$ cat config.mk
export PLATFORM = sky130hd
export DESIGN_NAME = phase_step_config_writer
export DESIGN_NICKNAME = d
export VERILOG_FILES = /design/src/rtl/phase_step_config_writer_pkg.sv /design/src/rtl/phase_step_config_writer.sv
export SDC_FILE = /design/constraint.sdc
export NUM_CORES = 1
export LEC_CHECK = 0
export CORE_AREA = 2 2 65 67
export DETAILED_ROUTE_END_ITERATION = 16
export DIE_AREA = 0 0 67 69
export PLACE_DENSITY = 0.75
export SLEW_MARGIN = 0
export SYNTH_ARGS = -nofsm -noshare
export SYNTH_HDL_FRONTEND = slang
export SYNTH_SLANG_ARGS = --single-unit
$ cat constraint.sdc
create_clock -name i_Clock -period 2.35 [get_ports i_Clock]
set_input_delay 0.47 -clock i_Clock [delete_from_list [all_inputs] [get_ports i_Clock]]
set_output_delay 0.47 -clock i_Clock [all_outputs]
set_load 0.005 [all_outputs]
$ cat src/rtl/phase_step_config_writer_pkg.sv
// Shared definitions for the synth configuration writers.
//   NUM_VOPS           : number of addressable voice operators
//   VoiceOperatorID_t  : voice-operator index type
//   CMD_PHASE_STEP     : command byte selecting the phase step table
//   ConfigWriterState_t: packet parser / strobe generator states
`ifndef NUM_VOICE_OPERATORS
`define NUM_VOICE_OPERATORS 32
`endif

package phase_step_config_writer_pkg;

  localparam int NUM_VOPS = `NUM_VOICE_OPERATORS;
  localparam int VOP_ID_W = (NUM_VOPS > 1) ? $clog2(NUM_VOPS) : 1;

  typedef logic [VOP_ID_W-1:0] VoiceOperatorID_t;

  // Command codes; later config targets (algorithm words, envelopes) add theirs here.
  localparam logic [7:0] CMD_PHASE_STEP = 8'h01;

  typedef enum logic [2:0] {
    ST_CMD     = 3'd0,
    ST_ADDR    = 3'd1,
    ST_DHI     = 3'd2,
    ST_DLO     = 3'd3,
    ST_WR_HI   = 3'd4,
    ST_WR_LO   = 3'd5,
    ST_DISCARD = 3'd6
  } ConfigWriterState_t;

  // The address byte is compared at full 8-bit width before it is narrowed.
  function automatic logic addr_in_range(input logic [7:0] addr_byte);
    return int'(addr_byte) < NUM_VOPS;
  endfunction

endpackage

$ cat src/rtl/phase_step_config_writer.sv
// Parses 4-byte host packets {CMD, ADDR, DATA_HI, DATA_LO} and issues the
// two byte-lane write strobes that load one 16-bit phase step.
// Ports:
//   i_Clock, i_Reset_n             : clock, synchronous active-low reset
//   i_FrameStart                   : chip-select pulse, resynchronises the parser
//   i_ByteValid/i_ByteData         : host byte stream
//   o_ByteReady                    : byte accepted when valid && ready
//   o_PhaseStepConfigWriteEnable   : bit0 = high byte lane, bit1 = low byte lane
//   o_PhaseStepConfigWriteAddr     : target voice operator
//   o_PhaseStepConfigWriteData     : byte for the enabled lane
//   i_ClearError / o_Error         : sticky bad-command / bad-address flag
//   o_Busy                         : parser is mid-packet or writing
module phase_step_config_writer
  import phase_step_config_writer_pkg::*;
(
  input  logic             i_Clock,
  input  logic             i_Reset_n,
  input  logic             i_FrameStart,
  input  logic             i_ByteValid,
  input  logic [7:0]       i_ByteData,
  output logic             o_ByteReady,
  output logic [1:0]       o_PhaseStepConfigWriteEnable,
  output VoiceOperatorID_t o_PhaseStepConfigWriteAddr,
  output logic [7:0]       o_PhaseStepConfigWriteData,
  input  logic             i_ClearError,
  output logic             o_Error,
  output logic             o_Busy
);

  ConfigWriterState_t state_q, state_d;
  ConfigWriterState_t parse_state;
  logic [1:0]         cnt_q, cnt_d;      // bytes left to discard
  VoiceOperatorID_t   addr_q, addr_d;    // address of the packet in flight
  logic [7:0]         dhi_q, dhi_d;
  logic [7:0]         dlo_q, dlo_d;
  logic [1:0]         we_q, we_d;
  VoiceOperatorID_t   waddr_q, waddr_d;
  logic [7:0]         wdata_q, wdata_d;
  logic               err_q, err_d;
  logic               busy_q, busy_d;
  logic               ready_q, ready_d;
  logic               accept;
  logic               err_set;

  always_comb begin
    state_d = state_q;
    cnt_d   = cnt_q;
    addr_d  = addr_q;
    dhi_d   = dhi_q;
    dlo_d   = dlo_q;
    we_d    = 2'b00;
    waddr_d = waddr_q;
    wdata_d = wdata_q;
    err_set = 1'b0;
    accept  = i_ByteValid && ready_q;

    // A frame start outside the write pair aborts the partial packet; a byte
    // accepted in the same cycle is parsed as the new packet's CMD byte.
    // During WR_HI/WR_LO the pulse is moot: the pair always returns to CMD.
    parse_state = state_q;
    if (i_FrameStart && state_q != ST_WR_HI && state_q != ST_WR_LO) begin
      parse_state = ST_CMD;
      state_d     = ST_CMD;
    end

    unique case (parse_state)
      ST_CMD: begin
        if (accept) begin
          if (i_ByteData == CMD_PHASE_STEP) begin
            state_d = ST_ADDR;
          end else begin
            err_set = 1'b1;
            state_d = ST_DISCARD;
            cnt_d   = 2'd3;
          end
        end
      end
      ST_ADDR: begin
        if (accept) begin
          if (addr_in_range(i_ByteData)) begin
            addr_d  = VoiceOperatorID_t'(i_ByteData);
            state_d = ST_DHI;
          end else begin
            err_set = 1'b1;
            state_d = ST_DISCARD;
            cnt_d   = 2'd2;
          end
        end
      end
      ST_DHI: begin
        if (accept) begin
          dhi_d   = i_ByteData;
          state_d = ST_DLO;
        end
      end
      ST_DLO: begin
        if (accept) begin
          dlo_d   = i_ByteData;
          state_d = ST_WR_HI;
          we_d    = 2'b01;
          waddr_d = addr_q;
          wdata_d = dhi_q;
        end
      end
      ST_WR_HI: begin
        state_d = ST_WR_LO;
        we_d    = 2'b10;
        wdata_d = dlo_q;
      end
      ST_WR_LO: begin
        state_d = ST_CMD;
      end
      ST_DISCARD: begin
        if (accept) begin
          cnt_d = 2'(cnt_q - 2'd1);
          if (cnt_q == 2'd1) begin
            state_d = ST_CMD;
          end
        end
      end
      default: begin
        state_d = ST_CMD;
      end
    endcase

    // Setting wins over clearing in the same cycle.
    err_d   = err_set || (err_q && !i_ClearError);
    ready_d = (state_d != ST_WR_HI) && (state_d != ST_WR_LO);
    busy_d  = (state_d != ST_CMD);
  end

  // NOTE: sequential state uses non-blocking assignments so every flop samples
  // the pre-edge values computed above. The reset is synchronous, so it lives
  // inside the clocked branch rather than the sensitivity list.
  always_ff @(posedge i_Clock) begin
    if (!i_Reset_n) begin
      state_q <= ST_CMD;
      cnt_q   <= 2'd0;
      addr_q  <= '0;
      dhi_q   <= 8'h00;
      dlo_q   <= 8'h00;
      we_q    <= 2'b00;
      waddr_q <= '0;
      wdata_q <= 8'h00;
      err_q   <= 1'b0;
      busy_q  <= 1'b0;
      ready_q <= 1'b1;
    end else begin
      state_q <= state_d;
      cnt_q   <= cnt_d;
      addr_q  <= addr_d;
      dhi_q   <= dhi_d;
      dlo_q   <= dlo_d;
      we_q    <= we_d;
      waddr_q <= waddr_d;
      wdata_q <= wdata_d;
      err_q   <= err_d;
      busy_q  <= busy_d;
      ready_q <= ready_d;
    end
  end

  assign o_ByteReady                  = ready_q;
  assign o_PhaseStepConfigWriteEnable = we_q;
  assign o_PhaseStepConfigWriteAddr   = waddr_q;
  assign o_PhaseStepConfigWriteData   = wdata_q;
  assign o_Error                      = err_q;
  assign o_Busy                       = busy_q;

endmodule

# Word-level counts from Yosys, hierarchy flattened

Index checks and enable logic that the tools add are counted.

Mux-type cells: 25
Reductions and logical operators: 16
Add/subtract/negate cells: 1
Eq/ne operators: 17
Magnitude comparators: 1

Operators with widths:

| operator                                            | number |
|---|---|
| two-way mux 3 bit                                   | 9 |
| one-hot mux 3 bit (6 select lines)                  | 1 |
| one-hot mux 8 bit (2 select lines)                  | 1 |
| != test 2 bit (second input constant)               | 6 |
| != test 3 bit (second input constant)               | 4 |
| two-way mux 2 bit                                   | 5 |
| == test 8 x 1 -> 1 bit (second input constant)      | 1 |
| < comparator 8 x 6 -> 1 bit (second input constant) | 1 |
| two-way mux 8 bit                                   | 1 |
| == test 3 x 2 -> 1 bit (second input constant)      | 2 |
| == test 3 bit (second input constant)               | 2 |
| one-hot mux 2 bit (3 select lines)                  | 1 |
| AND reduction 2 bit                                 | 3 |
| AND reduction 6 bit                                 | 1 |
| nonzero test 3 bit                                  | 2 |
| logical AND 1 bit                                   | 5 |
| two-way mux 1 bit                                   | 5 |
| one-hot mux 2 bit (2 select lines)                  | 1 |
| == test 3 x 1 -> 1 bit (second input constant)      | 1 |
| zero test 3 bit                                     | 1 |
| AND reduction 3 bit                                 | 1 |
| == test 2 x 1 -> 1 bit (second input constant)      | 1 |
| one-hot mux 1 bit (2 select lines)                  | 1 |
| nonzero test 2 bit                                  | 1 |
| 3 further kinds                                     | 3 |

Register bits after elaboration: 44
Input bits: 13
Output and inout port bits: 18
Word-level logic and storage cells: 71

# Longest topological paths before layout

Gate-level depths: netlist of run 1.

Word-level depth: 9
Depth in mapped cells: 7

# Worst setup path before layout of run 1

OpenSTA, ideal clock, no wires.

Path type: input -> register
From: input port i_ByteData[4]
To: register ready_q (netlist: o_ByteReady)
Stages: 5
Path buffers: 0
Slack: 0.499 ns
Data required time: 2.223 ns
Data arrival time: 1.724 ns
Setup time: 0.127 ns
Path through: or3b_4 > nor4b_4 > nor3_1 > nor3_2 > or3b_1

Longest elaborated chain between the ends: 6
Elaborated cells between the ends (all ways): 10
Those cells by class: 1 x order compare; 3 x eq/ne; 5 x mux; 1 x reduce/logical

RTL lines:

| what                                                                         | RTL line                                                           | source |
|---|---|---|
| start, declared                                                              | phase_step_config_writer.sv:20                                     | `input logic [7:0] i_ByteData,` |
| < comparator 8 x 6 -> 1 bit / == test 8 x 1 -> 1 bit (equally long branches) | phase_step_config_writer_pkg.sv:32, phase_step_config_writer.sv:69 |  |
| two-way mux 3 bit (on tied branches)                                         | phase_step_config_writer.sv:80, phase_step_config_writer.sv:69     |  |
| two-way mux 3 bit (on tied branches)                                         | phase_step_config_writer.sv:79, phase_step_config_writer.sv:68     |  |
| one-hot mux 3 bit (6 select lines) *                                         | phase_step_config_writer.sv:66                                     | `unique case (parse_state)` |
| != test 3 bit                                                                | phase_step_config_writer.sv:128                                    | `ready_d = (state_d != ST_WR_HI) && (state_d != ST_WR_LO);` |
| logical AND 1 bit *                                                          | phase_step_config_writer.sv:128                                    |  |
| end signal, assigned                                                         | phase_step_config_writer.sv:159                                    | `ready_q <= ready_d;` |
| end, declared                                                                | phase_step_config_writer.sv:41                                     | `logic ready_q, ready_d;` |

Every way passes the cells marked *; elsewhere a longest branch is shown, timed or not.
A chain may end at the register's enable or synchronous reset.

# Worst setup path after layout of run 1

From: input port i_ByteData[4]
To: register cnt_q[1]

Longest elaborated chain between the ends: 3
Elaborated cells between the ends (all ways): 5
Those cells by class: 1 x order compare; 3 x eq/ne; 1 x reduce/logical

RTL lines:

| what                                                                         | RTL line                                                           | source |
|---|---|---|
| < comparator 8 x 6 -> 1 bit / == test 8 x 1 -> 1 bit (equally long branches) | phase_step_config_writer_pkg.sv:32, phase_step_config_writer.sv:69 |  |
| != test 2 bit (no line)                                                      | -                                                                  |  |
| AND reduction 6 bit (no line) *                                              | -                                                                  |  |
| end signal, assigned                                                         | phase_step_config_writer.sv:150                                    | `cnt_q <= cnt_d;` |
| end, declared                                                                | phase_step_config_writer.sv:32                                     | `logic [1:0] cnt_q, cnt_d;` |

Marked as above.

==> impl_metrics.json, run 1 <==
{
  "portBuffers": 30,
  "die_area_um2": 4620,
  "pwr_density_cell_nw_per_um2": 702,
  "num-fill-cells": 353,
  "r2r_setup_slack_ns": 0.53,
  "final-seq-area_um2": 881,
  "tightest_slew_ns": 0.623,
  "hold_viol": 0,
  "startpoint": "i_ByteData[4]",
  "ios": 31,
  "holdPathEnd": "dlo_q[5]",
  "syn_area_um2": 1950,
  "place_ws_ns": -0.0400,
  "grt_usage_pct": 18.9,
  "p_comb_share_pct": 21.2,
  "synthCells": 217,
  "layout_common_cells": "nand2_1 (48), dfxtp_1 (44), clkdlybuf4s50_1 (30)",
  "ys_ff_latch": 44,
  "ff2ff_path_depth": 5,
  "r2r-end": "o_Busy",
  "critPathMaxStageDelay_ns": 0.48,
  "antenna_found_initial": 0,
  "worstPathArrival_ns": 2.27,
  "p_int_mw": 1.24,
  "synth-edff-count": 0,
  "detail_route.first_pass.iterations": 4,
  "grt_use_met2_pct": 28.3,
  "nets": 268,
  "initial_core_util_pct": 49.9,
  "drt.antenna.violating_nets": 0,
  "min_from": "dlo_q[5]",
  "worstReg2RegStart": "state_q[2]",
  "synthArstFlopShare_pct": 0,
  "p_seq_share_pct": 49.5,
  "htree_levels": 2,
  "rsz0062_at_grt": "false",
  "multiInputGateArea_um2": 977,
  "grt_max_degree": 41,
  "top_usage_layer": "met2",
  "p_sw_share_pct": 27.4,
  "status": "completed",
  "core_um2": 3910,
  "clk_latency_ns": 0.30,
  "cts_sinks": 44,
  "avgSynthCellArea_um2": 9.00,
  "setup_viol": 0,
  "drv_cap": 0,
  "crit_path_end_kind": "flop",
  "dp_cells": 297,
  "fp.dieW_um": 67,
  "grt_overflow": 0,
  "p_clk_share_pct": 29.4,
  "vias": 1606,
  "dominantRegCellSynth": "dfxtp_1",
  "cp.required_ns": 2.55,
  "final_common_cell": "nand2_1",
  "whs_path_depth": 2,
  "use_met3_pct": 5.22,
  "vdd_drop_max_mv": 0.382,
  "row_count": 23,
  "path_delay_family": "simple AND/OR/NAND/NOR gates",
  "fin_cells": 305,
  "period_share_pct": 88.3,
  "holdBufCountCts": 0,
  "grt_pass1_wl_um": 6820,
  "drt-total-wl_um": 3940,
  "ys_types": 41,
  "crit_path_start_kind": "input port",
  "crit_buf_inv": 1,
  "cts_made_buffers": 5,
  "hold_path.class": "flop to flop",
  "path_clk_slew_ns": 0.08,
  "wl_per_cell_um": 12.9,
  "min_period_ns": 2.07,
  "ys_warn_count": 0,
  "die_h_um": 69,
  "cts_tree": "done",
  "vias_per_cell": 5.27,
  "maxSlewHeadroom_pct": 58.4,
  "drt_iter0_markers": 74,
  "grt_pass1_vias": 1477,
  "route.detailed.drc": 0,
  "ctsResizeCount": 0,
  "skew_ns": 0.00358,
  "met1_usage_pct": 26.1,
  "syn_nets": 231,
  "layout-drive-gt1-share_pct": 11.4,
  "dpl.hpwl_um": 2680,
  "crit_slowest_cell": "clkdlybuf4s50_1",
  "cts_root_buf": "clkbuf_8",
  "clockBufferDepth": 2,
  "p_leak_nw": 1.04,
  "antenna_cells": 0,
  "cp_max_fo": 4,
  "crit_chain": "clkdlybuf4s50_1 > or3b_4 > or3_1 > o22ai_1 > a21oi_1 > o221a_2",
  "worstSetupPathType": "input port to flop",
  "drv_slew": 0,
  "gp_congestion": 0.902,
  "area_growth_pct": 24.6,
  "max_freq_mhz": 482,
  "yosysSeqAreaShare_pct": 45.1,
  "post_cts_buffers": 0,
  "fin_ws_ns": 0.276,
  "power_switching_uw": 468
}
stage by stage:
stage               TNS, ns  util, %  hold WS, ns  power (mW)  area [µm²]
floorplan                 0        -        0.441        1.08        1950
global placement    -0.0125     59.7        0.451        1.22        2340
detailed placement  -0.0698     59.7        0.459        1.22        2340
CTS                       0     62.2        0.473        1.72        2430
global route              0     62.2        0.492        1.81        2430
finish                    0     62.2        0.465        1.71        2430
tightest hold or removal path, stage by stage (launching register included):
cell	delay, ns
dfxtp_1	0.31
nand2_1	0.05
a21boi_0	0.06
cells in the mapped netlist (2+ instances only):
| master | number | area [µm²] |
|---|---|---|
| buf_2 | 2 | 10.0 |
| a21oi_1 | 5 | 25.0 |
| clkbuf_8 | 2 | 27.5 |
| o22ai_1 | 2 | 12.5 |
| a31oi_1 | 2 | 12.5 |
| a21boi_0 | 13 | 97.6 |
| nor2b_1 | 14 | 87.6 |
| dfxtp_1 | 44 | 881 |
| inv_1 | 3 | 11.3 |
| mux2i_1 | 13 | 130 |
| nand2_1 | 48 | 180 |
| o21ai_0 | 4 | 20.0 |
| and2_1 | 3 | 18.8 |
| o211a_1 | 9 | 90.1 |
| nor2_1 | 7 | 26.3 |
| nor3_1 | 3 | 15.0 |
| or3_1 | 2 | 12.5 |
| nand3_1 | 11 | 55.1 |
| clkbuf_1 | 8 | 30.0 |
power groups by stage:
stage / clock, mW / combinational (mW) / sequential, mW
finish: 0.501 / 0.362 / 0.844
global route: 0.555 / 0.402 / 0.856
CTS: 0.517 / 0.363 / 0.844
detailed placement: 0 / 0.361 / 0.862
global placement: 0 / 0.359 / 0.862
floorplan: 0 / 0.230 / 0.847
state kept, by name, summed over array words and instances, names as in the netlist:
name	flops
o_PhaseStepConfigWriteData	8
o_ByteReady	1
dlo_q	8
o_PhaseStepConfigWriteAddr	5
addr_q	5
dhi_q	8
o_PhaseStepConfigWriteEnable	2
o_Error	1
cnt_q	2
state_q	3
o_Busy	1
metal layers:
| layer | part of all wire, % | wire length, µm |
|---|---|---|
| met3 | 5.4 | 213 |
| met4 | 1.4 | 55 |
| met5 | 0 | 0 |
| met2 | 43 | 1680 |
| met1 | 50 | 1980 |
kinds of logic after synthesis:
family          after synthesis  synth area share [%]
flops                        44                  45.1
buf+inv                      17                  4.87
fa+ha+maj                     1                 0.641
compound gates               43                  16.8
mux                          13                  6.66
simple gates                 99                  25.9
final cells by class:
cell class | instances | area share, %
Clock buffer | 6 | 3.39
Clock inverter | 2 | 0.566
Inverter | 3 | 0.463
Multi-Input combinational cell | 156 | 40.2
Sequential cell | 44 | 36.2
Tap cell | 50 | 2.57
Timing Repair Buffer | 44 | 16.7
worst max path at each step:
stage,cells past startpoint,end
final,6,cnt_q[1]
after global routing,6,o_ByteReady
after CTS,6,cnt_q[1]
after detailed placement,6,cnt_q[1]
after global placement,6,cnt_q[1]
after floorplan,5,o_ByteReady
Note: power is estimated with default switching activity, not from simulation.
==> run 2: changes to the inputs <==
--- a/config.mk
+++ b/config.mk
@@ -8,6 +8,7 @@
 export CORE_AREA = 2 2 65 67
 export DETAILED_ROUTE_END_ITERATION = 16
 export DIE_AREA = 0 0 67 69
+export HOLD_SLACK_MARGIN = 0.08
 export PLACE_DENSITY = 0.75
 export SLEW_MARGIN = 0
 export SYNTH_ARGS = -nofsm -noshare
==> results of run 2 <==
The final DEF is identical to that of run 1; final timing and power are the same.
==> run 3: changes to the inputs <==
--- a/config.mk
+++ b/config.mk
@@ -6,11 +6,12 @@
 export NUM_CORES = 1
 export LEC_CHECK = 0
 export CORE_AREA = 2 2 65 67
+export CTS_BUF_LIST = sky130_fd_sc_hd__clkbuf_16
 export DETAILED_ROUTE_END_ITERATION = 16
 export DIE_AREA = 0 0 67 69
+export GPL_ROUTABILITY_DRIVEN = 0
 export HOLD_SLACK_MARGIN = 0.08
 export PLACE_DENSITY = 0.75
-export SLEW_MARGIN = 0
 export SYNTH_ARGS = -nofsm -noshare
 export SYNTH_HDL_FRONTEND = slang
 export SYNTH_SLANG_ARGS = --single-unit
==> impl_metrics.json, run 3 (synthesized netlist as in run 1, its figures left out) <==
{
  "r2r_setup_slack_ns": 0.53,
  "holdBufCountCts": 0,
  "cp_max_fo": 4,
  "dpl.hpwl_um": 2680,
  "layout-drive-gt1-share_pct": 11.0,
  "grt_pass1_wl_um": 6940,
  "p_leak_nw": 1.06,
  "fin_total_pwr_mw": 1.89,
  "ctsResizeCount": 0,
  "cts_root_buf": "clkbuf_16",
  "tightest_slew_ns": 0.620,
  "max_freq_mhz": 470,
  "pwr_density_cell_nw_per_um2": 761,
  "vias_per_cell": 5.26,
  "cts_made_buffers": 5,
  "final_common_cell": "nand2_1",
  "critPathMaxStageDelay_ns": 0.48,
  "hold_path.class": "flop to flop",
  "drt_iter0_markers": 101,
  "cts_tree": "done",
  "hold_viol": 0,
  "min_from": "dlo_q[5]",
  "status": "completed",
  "die_area_um2": 4620,
  "clockBufferDepth": 2,
  "detail_route.first_pass.iterations": 4,
  "drv_cap": 0,
  "fin_area_um2": 2480,
  "dp_cells": 297,
  "drv_slew": 0,
  "post_cts_buffers": 0,
  "ios": 31,
  "die_h_um": 69,
  "vdd_drop_max_mv": 0.558,
  "route.detailed.drc": 0,
  "row_count": 23,
  "layout_common_cells": "nand2_1 (48), dfxtp_1 (44), clkdlybuf4s50_1 (30)",
  "period_share_pct": 90.5,
  "htree_levels": 2,
  "crit_buf_inv": 1,
  "core_um2": 3910,
  "worstPathArrival_ns": 2.30,
  "whs_path_depth": 2,
  "place_area_um2": 2340,
  "worstSetupPathType": "input port to flop",
  "wl_per_cell_um": 13.2,
  "rsz0062_at_grt": "false",
  "fp.dieW_um": 67,
  "drt.antenna.violating_nets": 0,
  "path_clk_slew_ns": 0.06,
  "skew_ns": 0.00453,
  "ff2ff_path_depth": 5,
  "nets": 268,
  "portBuffers": 30,
  "maxSlewHeadroom_pct": 58.5,
  "crit_path_start_kind": "input port",
  "cp.required_ns": 2.53,
  "fin_ws_ns": 0.224,
  "antenna_cells": 0,
  "min_period_ns": 2.13,
  "initial_core_util_pct": 49.9,
  "grt_overflow": 0,
  "tns_ns": 0,
  "grt_pass1_vias": 1475,
  "cts_sinks": 44,
  "fin_cells": 305,
  "area_growth_pct": 27.0,
  "antenna_found_initial": 0,
  "setup_viol": 0,
  "place_ws_ns": -0.0400,
  "path_delay_family": "simple AND/OR/NAND/NOR gates",
  "holdPathEnd": "dlo_q[5]",
  "vias": 1604,
  "r2r-end": "o_Busy",
  "drt-total-wl_um": 4040,
  "grt_usage_pct": 19.6,
  "worstReg2RegStart": "state_q[2]",
  "clk_latency_ns": 0.28,
  "crit_chain": "clkdlybuf4s50_1 > or3b_4 > or3_1 > o22ai_1 > a21oi_1 > o221a_2",
  "crit_path_end_kind": "flop",
  "crit_slowest_cell": "clkdlybuf4s50_1",
  "grt_max_degree": 41
}
run 3: cell types whose count changed in the layout (fill, tap and decap cells not counted), sizes merged:
cell | previous run | this run
clkinv | 1 | 2
clkbuf | 6 | 5
run 3: power breakdown:
group | internal [mW] | total, mW | switching (mW)
Clock | 0.392 | 0.675 | 0.283
Combinational | 0.200 | 0.365 | 0.165
Sequential | 0.801 | 0.846 | 0.0450
run 3: worst register-to-register path: stages, from the launching register on:
cell and delay, ns:
dfxtp_1 0.49, nor2b_1 0.36, nand2_1 0.46, o31ai_1 0.21, a31oi_1 0.10, a31oi_1 0.14
run 3: area by class of cell:
cell class | instances | area [µm²]
Fill cell | 350 | 1430
Multi-Input combinational cell | 156 | 977
Sequential cell | 44 | 881
Timing Repair Buffer | 44 | 405
Clock buffer | 5 | 125
Tap cell | 50 | 62.6
Clock inverter | 3 | 17.5
Inverter | 3 | 11.3
run 3: metal layers:
| metal | wire length (µm) | global-route usage, % | vias up |
|---|---|---|---|
| met5 | 0 | 0 | - |
| met1 | 1950 | 27.1 | 726 |
| met2 | 1760 | 28.7 | 46 |
| li1 | - | - | 826 |
| met3 | 257 | 5.38 | 6 |
| met4 | 71 | 7.48 | 0 |
run 3: worst max path at each step:
stage / start / depth (start not counted) / to
after floorplan: i_ByteData[4] / 5 / o_ByteReady
after global placement: i_ByteData[4] / 6 / cnt_q[1]
after detailed placement: i_ByteData[4] / 6 / cnt_q[1]
after CTS: i_ByteData[4] / 6 / cnt_q[1]
after global routing: i_ByteData[4] / 6 / o_ByteReady
final: i_ByteData[4] / 6 / cnt_q[1]
run 3: stage by stage:
stage	hold WS, ns	utilization, %
after floorplan	0.441	-
after global placement	0.451	59.7
after detailed placement	0.459	59.7
after CTS	0.469	63.4
after global routing	0.488	63.4
final	0.463	63.4
